[config.mk]
export PLATFORM = sky130hd
export DESIGN_NAME = pe_dispatch_scheduler
export DESIGN_NICKNAME = d
export VERILOG_FILES = /design/src/rtl/pe_dispatch_scheduler.sv
export SDC_FILE = /design/constraint.sdc
export NUM_CORES = 1
export LEC_CHECK = 0
export CORE_MARGIN = 4
export CORE_UTILIZATION = 50
export DETAILED_ROUTE_END_ITERATION = 12
export GPL_TIMING_DRIVEN = 0
export PLACE_DENSITY = 0.78
export SYNTH_ARGS = -nofsm -noshare
export SYNTH_HDL_FRONTEND = slang
export SYNTH_SLANG_ARGS = --single-unit
[constraint.sdc]
create_clock -name clk -period 4.95 [get_ports clk]
set_input_delay 0.99 -clock clk [delete_from_list [all_inputs] [get_ports clk]]
set_output_delay 0.99 -clock clk [all_outputs]
set_load 0.1 [all_outputs]
[src/rtl/pe_dispatch_scheduler.sv]
// pe_dispatch_scheduler: frame-level scheduler for a bank of PE units.
// Hands candidate indices q = 0..NUM_Q-1 to idle PEs (one start per cycle),
// captures each PE's d_q on its valid strobe, keeps a running signed minimum
// (ties go to the lower q), and pulses done with the winner.
// Optional watchdog: define PE_SCHED_TIMEOUT_EN to abort a stalled frame
// after TIMEOUT_CYCLES quiet cycles and pulse err together with done.
module pe_dispatch_scheduler #(
    parameter int NUM_Q          = 8,
    parameter int NUM_PE         = 4,
    parameter int ACC_WIDTH      = 48,
    parameter int QW             = 3,
    parameter int TIMEOUT_CYCLES = 1024
) (
    input  logic                          clk,
    input  logic                          rst,
    input  logic                          frame_start,
    output logic                          busy,
    output logic [NUM_PE-1:0]             pe_start,
    output logic [NUM_PE*QW-1:0]          pe_q_idx,
    input  logic [NUM_PE-1:0]             pe_valid,
    input  logic [NUM_PE*ACC_WIDTH-1:0]   pe_dq_flat,
    output logic [QW-1:0]                 best_q,
    output logic signed [ACC_WIDTH-1:0]   best_dq,
    output logic                          done,
    output logic                          err
);

    // Counters must reach NUM_Q itself, which needs one bit more than a q index.
    localparam int CW  = QW + 1;
    localparam int PIW = (NUM_PE > 1) ? $clog2(NUM_PE) : 1;
    localparam logic [CW-1:0] NUM_Q_C = CW'(NUM_Q);

    typedef enum logic [1:0] {
        S_IDLE,
        S_RUN,
        S_FINISH
    } state_t;

    state_t                        r_state;
    logic                          r_busy;
    logic                          r_done;
    logic [NUM_PE-1:0]             r_pe_start;
    logic [NUM_PE*QW-1:0]          r_pe_q_idx;
    logic [NUM_PE-1:0]             r_busy_pe;
    logic [NUM_PE-1:0]             r_pend;
    logic [CW-1:0]                 r_next_q;
    logic [CW-1:0]                 r_done_cnt;
    logic                          r_best_valid;
    logic [QW-1:0]                 r_best_q;
    logic signed [ACC_WIDTH-1:0]   r_best_dq;
    logic [QW-1:0]                 r_slot_q  [NUM_PE];
    logic signed [ACC_WIDTH-1:0]   r_slot_dq [NUM_PE];

    logic                          w_run;
    logic [NUM_PE-1:0]             w_free;
    logic [NUM_PE-1:0]             w_cap;
    logic                          w_disp_found;
    logic [NUM_PE-1:0]             w_disp_oh;
    logic                          w_disp_go;
    logic [QW-1:0]                 w_disp_q;
    logic                          w_cmp_found;
    logic [NUM_PE-1:0]             w_cmp_oh;
    logic [PIW-1:0]                w_cmp_pe;
    logic                          w_cmp_go;
    logic [QW-1:0]                 w_cmp_q;
    logic signed [ACC_WIDTH-1:0]   w_cmp_dq;
    logic                          w_better;
    logic                          w_timeout;

    // A slot beats the current best when there is none yet, when its d_q is
    // strictly smaller, or when d_q ties and its q is lower.
    function automatic logic beats(
        input logic signed [ACC_WIDTH-1:0] dq,
        input logic [QW-1:0]               q,
        input logic signed [ACC_WIDTH-1:0] bdq,
        input logic [QW-1:0]               bq,
        input logic                        bvalid
    );
        return !bvalid || (dq < bdq) || ((dq == bdq) && (q < bq));
    endfunction

    assign w_run  = (r_state == S_RUN);
    // A PE is reusable only once its previous result has been compared.
    assign w_free = ~r_busy_pe & ~r_pend;
    // Strobes from PEs we did not start (or outside RUN) are dropped here.
    assign w_cap  = w_run ? (pe_valid & r_busy_pe) : '0;

    // Priority pick: lowest free PE for dispatch, lowest pending slot for compare
    always_comb begin
        w_disp_found = 1'b0;
        w_disp_oh    = '0;
        w_cmp_found  = 1'b0;
        w_cmp_oh     = '0;
        w_cmp_pe     = '0;
        for (int p = NUM_PE - 1; p >= 0; p--) begin
            if (w_free[p]) begin
                w_disp_found = 1'b1;
                w_disp_oh    = '0;
                w_disp_oh[p] = 1'b1;
            end
            if (r_pend[p]) begin
                w_cmp_found = 1'b1;
                w_cmp_oh    = '0;
                w_cmp_oh[p] = 1'b1;
                w_cmp_pe    = PIW'(p);
            end
        end
    end

    // The start pulse is registered, so the first dispatch is decided in the
    // IDLE cycle that accepts frame_start and appears in the first RUN cycle.
    assign w_disp_go = w_disp_found && !w_timeout &&
                       ((w_run && (r_next_q < NUM_Q_C)) ||
                        ((r_state == S_IDLE) && frame_start));
    assign w_disp_q  = w_run ? r_next_q[QW-1:0] : '0;

    assign w_cmp_go  = w_run && w_cmp_found;
    assign w_cmp_q   = r_slot_q[w_cmp_pe];
    assign w_cmp_dq  = r_slot_dq[w_cmp_pe];
    assign w_better  = beats(w_cmp_dq, w_cmp_q, r_best_dq, r_best_q, r_best_valid);

    // Result slots hold captured d_q and its q; data only, so no reset
    always_ff @(posedge clk) begin
        for (int p = 0; p < NUM_PE; p++) begin
            if (w_cap[p]) begin
                r_slot_dq[p] <= pe_dq_flat[p*ACC_WIDTH +: ACC_WIDTH];
                r_slot_q[p]  <= r_pe_q_idx[p*QW +: QW];
            end
        end
    end

    // Frame FSM with dispatch, capture bookkeeping and running-minimum compare
    always_ff @(posedge clk) begin
        if (rst) begin
            r_state      <= S_IDLE;
            r_busy       <= 1'b0;
            r_done       <= 1'b0;
            r_pe_start   <= '0;
            r_pe_q_idx   <= '0;
            r_busy_pe    <= '0;
            r_pend       <= '0;
            r_next_q     <= '0;
            r_done_cnt   <= '0;
            r_best_valid <= 1'b0;
            r_best_q     <= '0;
            r_best_dq    <= '0;
        end else begin
            r_pe_start <= w_disp_go ? w_disp_oh : '0;
            r_done     <= 1'b0;
            r_busy_pe  <= (r_busy_pe | (w_disp_go ? w_disp_oh : '0)) & ~w_cap;
            r_pend     <= (r_pend & ~(w_cmp_go ? w_cmp_oh : '0)) | w_cap;
            for (int p = 0; p < NUM_PE; p++) begin
                if (w_disp_go && w_disp_oh[p]) begin
                    r_pe_q_idx[p*QW +: QW] <= w_disp_q;
                end
            end

            case (r_state)
                S_IDLE: begin
                    if (frame_start) begin
                        r_state      <= S_RUN;
                        r_busy       <= 1'b1;
                        r_next_q     <= w_disp_go ? CW'(1) : '0;
                        r_done_cnt   <= '0;
                        r_best_valid <= 1'b0;
                        r_best_q     <= '0;
                        r_best_dq    <= '0;
                    end
                end
                S_RUN: begin
                    if (w_disp_go) begin
                        r_next_q <= r_next_q + CW'(1);
                    end
                    if (w_cmp_go) begin
                        r_done_cnt <= r_done_cnt + CW'(1);
                        if (w_better) begin
                            r_best_valid <= 1'b1;
                            r_best_q     <= w_cmp_q;
                            r_best_dq    <= w_cmp_dq;
                        end
                    end
                    if (w_timeout) begin
                        // Abandon outstanding work; best so far is kept.
                        r_state   <= S_FINISH;
                        r_done    <= 1'b1;
                        r_busy_pe <= '0;
                        r_pend    <= '0;
                    end else if ((r_done_cnt == NUM_Q_C) && (r_pend == '0)) begin
                        r_state <= S_FINISH;
                        r_done  <= 1'b1;
                    end
                end
                S_FINISH: begin
                    r_state <= S_IDLE;
                    r_busy  <= 1'b0;
                end
                default: begin
                    r_state <= S_IDLE;
                end
            endcase
        end
    end

`ifdef PE_SCHED_TIMEOUT_EN
    localparam int WDW = $clog2(TIMEOUT_CYCLES + 1);

    logic [WDW-1:0] r_wd;
    logic           r_err;

    // Fires on the TIMEOUT_CYCLES-th consecutive quiet cycle with work outstanding.
    assign w_timeout = w_run && (pe_valid == '0) && (r_busy_pe != '0) &&
                       (r_wd == WDW'(TIMEOUT_CYCLES - 1));

    // Watchdog counts stalled RUN cycles; err is raised in step with done
    always_ff @(posedge clk) begin
        if (rst) begin
            r_wd  <= '0;
            r_err <= 1'b0;
        end else begin
            r_err <= w_timeout;
            if ((r_state == S_IDLE) && frame_start) begin
                r_wd <= '0;
            end else if (w_run) begin
                if (pe_valid != '0) begin
                    r_wd <= '0;
                end else if (r_busy_pe != '0) begin
                    r_wd <= r_wd + 1'b1;
                end
            end
        end
    end

    assign err = r_err;
`else
    // TIMEOUT_CYCLES has no role without the watchdog.
    logic w_unused_timeout;
    assign w_unused_timeout = ^TIMEOUT_CYCLES;
    assign w_timeout        = 1'b0;
    assign err              = 1'b0;
`endif

    assign busy     = r_busy;
    assign pe_start = r_pe_start;
    assign pe_q_idx = r_pe_q_idx;
    assign best_q   = r_best_q;
    assign best_dq  = r_best_dq;
    assign done     = r_done;

endmodule
==> out/qor.yml <==
logic_synthesis:
  postSynthRegisterBits: 292
  synthTopCellsByArea: "edfxtp_1 (52%), dfxtp_1 (15%), mux4_2 (9.6%)"
  yosys-top-cells-count: "edfxtp_1 (204), dfxtp_1 (88), inv_1 (59), ha_1 (53), a22o_1 (51)"
  yosysTopAreaCell: "edfxtp_1"
  ys_async_sr_fraction_pct: 0
  synth_area_per_cell_um2: 15.7
  yosysUniqueCellTypes: 50
  synth_edf_count: 204
  syn_nets: 999
  synth_warnings: 0
  yosys_most_used_dff: "edfxtp_1"
  synthesis.area_um2: 11700
  syn_inst: 747
  yosys.cell_count.top_type: "edfxtp_1"
  synth_top_area_share_pct: 52.2
  yosysSeqAreaShare_pct: 67.2
timing:
  layout_min_cycle_time_ns: 4.72
  relSlewSlack_pct: 7.76
  fin_skew_ns: 0.0101
  setup_viol: 0
  worst_slew_pin_slew_ns: 1.37
  rsz0062_at_grt: "false"
  worst_slack_ns: 0.229
  finalHoldViolCount: 0
  fmax_ghz: 0.212
  finalMaxSlewViolations: 0
  fin_crit_sh_pct: 95.4
clock_network:
  root_buffer: "clkbuf_16"
  cts_buffers: 30
  clk_latency_ns: 0.54
  cts_setup_buffers: 0
  hold_buffers: 0
  cts_tree: "done"
  clk_pin_slew_ns: 0.06
  cts_htree_levels: 1
  cts_buffer_depth: 3
  clock-sinks: 292
  postCtsResizedCells: 9
setup_path:
  start_kind: "register"
  worst-path-buf-inv: 3
  critPathKind: "reg -> reg"
  r2r-end: "best_dq[13]$_SDFFE_PP0P_"
  cp_common_cell: "buf_2"
  reg2reg_depth: 14
  cpLargestDelayFamily: "simple AND/OR/NAND/NOR gates"
  crit_slowest_cell: "mux4_2"
  r2r_setup_slack_ns: 0.23
  end_kind: "register"
  crit_fanout: 10
  cp.arrival_ns: 5.15
  r2r_start: "r_pend[3]$_SDFF_PP0_"
  worstSetupStartpoint: "r_pend[3]$_SDFF_PP0_"
  required_ns: 5.38
  crit_chain: "a21oi_1, nor2_2, buf_2, mux4_2, ha_1, nand4_1, nor4_2, nand3_1, nor3_1, o21ai_0, and3_1, buf_2, buf_4, a22o_1"
  slowest_delay_ns: 0.58
power:
  p_sw_w: 0.00112
  p_leak_nw: 5.47
  p_sw_share_pct: 20.5
  vdd.ir_drop.worst_uv: 308
  finalPower_w: 0.00544
  p_seq_share_pct: 48.8
  internal_power_w: 0.00432
  combPwrFrac_pct: 7.2
  power_density_nw_per_um2: 341
  p_clk_share_pct: 44.0
floorplan:
  ioPinCount: 269
  num_rows: 55
  die_area_um2: 26000
  core-area_um2: 22800
  initial_core_util_pct: 51.4
  die_w_um: 161
  die_y_um: 161
routing:
  detail-route-antenna-nets: 0
  wl_per_cell_um: 21.5
  drtPass1Iterations: 4
  vias: 7479
  drtIter0Drc: 521
  drt-total-wl_um: 29800
  avgViaCountPerCell: 5.40
  drc: 0
global_routing:
  antenna_found_initial: 2
  use_met3_pct: 4.36
  met1_usage_pct: 29.2
  grt_use_total_pct: 22.6
  grt_pass1_vias: 7997
  grt_pass1_wl_um: 45600
  grt_max_degree: 54
  busiest_layer: "met2"
  grt_util_met2_pct: 39.6
  overflow: 0
cells_and_area:
  nets: 1298
  final_layout_size_suffix_gt1_share_pct: 12.1
  register_area_um2: 7890
  fillers: 1575
  multi_input_comb_area_um2: 3480
  fin_cells: 1385
  area_delta_synth_final_pct: 35.7
placed_design:
  pre_cts_ws_ns: -0.616
  hpwl_um: 21100
  place.gp.congestion: 0.810
  port_buffers: 266
  placedCellCount: 1327
job:
  max_cap_violations: 0
min_path:
  hold_path_depth: 0
  min_from: "pe_q_idx[0]$_SDFFE_PP0P_"
  hold_path.class: "reg -> reg"
  holdPathEnd: "r_slot_q[0][0]$_DFFE_PP_"
outcome:
  status: "completed"
## cells by family (layout without fill, tap and decap cells)
family | Yosys count | after routing | synth area share (%)
AOI/OAI and AO/OA | 115 | 115 | 7.17
buffers and inverters | 90 | 413 | 3.51
adders and majority gates | 53 | 53 | 5.65
xor gates and xnor gates | 3 | 3 | 0.224
and+or+nand+nor | 129 | 129 | 5.47
DFF | 292 | 292 | 67.2
muxes | 64 | 64 | 10.8
other | 1 | 3 | 0.0319
## worst max-delay path by stage
| stage | end | slack (ns) | cells past startpoint |
|---|---|---|---|
| 2_1_floorplan | best_q[0]$_SDFFE_PP0P_ | 0.86 | 16 |
| 3_3_place_gp | best_dq[17]$_SDFFE_PP0P_ | -0.60 | 15 |
| 3_5_place_dp | best_dq[26]$_SDFFE_PP0P_ | -0.62 | 15 |
| 4_1_cts | best_dq[13]$_SDFFE_PP0P_ | 0.009 | 15 |
| 5_1_grt | best_dq[15]$_SDFFE_PP0P_ | 0.01 | 17 |
| 6_report | best_dq[13]$_SDFFE_PP0P_ | 0.23 | 14 |
## state kept, by name (all words and copies together), names as in the netlist
signal,cells
r_done_cnt,4
r_busy_pe,4
r_next_q,4
done,1
r_state,2
busy,1
best_q,3
r_slot_dq,192
best_dq,48
pe_start,4
r_pend,4
r_slot_q,12
r_best_valid,1
pe_q_idx,12
## through the flow
stage	setup TNS, ns	cell area, µm²	utilization [%]	hold slack [ns]
after detailed placement	-30.27	14800	64.9	0.449
final	0	15900	69.7	0.462
after global routing	0	15900	69.7	0.483
after CTS	0	15900	69.7	0.468
after floorplan	0	11700	-	0.432
after global placement	-30.15	14800	64.8	0.445
## cell type report
type,count,area share (%)
flip-flops and latches,292,49.5
multi-input cells,365,21.8
repair buffers,267,16.8
clock buffers,42,5.39
well taps,313,2.46
inverters,59,1.39
clock inverters,14,1.28
plain buffers,31,1.28
diodes,2,0.0314
## power groups by stage
stage / clock network, W / logic, W / registers, W
CTS: 0.00244 / 0.000395 / 0.00265
global placement: 0 / 0.000385 / 0.00271
floorplan: 0 / 0.000128 / 0.00275
detailed placement: 0 / 0.000392 / 0.00271
global route: 0.00255 / 0.000419 / 0.00266
finish: 0.00239 / 0.000393 / 0.00265
## cell usage in the layout, fill, tap and decap left out, types with 21 or more instances in the layout
master and count:
clkdlybuf4s50_1 266, edfxtp_1 204, dfxtp_1 88, inv_1 58, ha_1 53, a22o_1 51
mux4_2 50, nor2_1 41, a21oi_1 32, clkbuf_16 32, nand2_1 21
## layer usage
layer / vias up / wire, µm
met4: 0 / 784
met5: - / 0
li1: 3487 / -
met2: 250 / 14900
met1: 3693 / 12200
met3: 49 / 1900
Note: power is estimated with default switching activity, not from simulation.
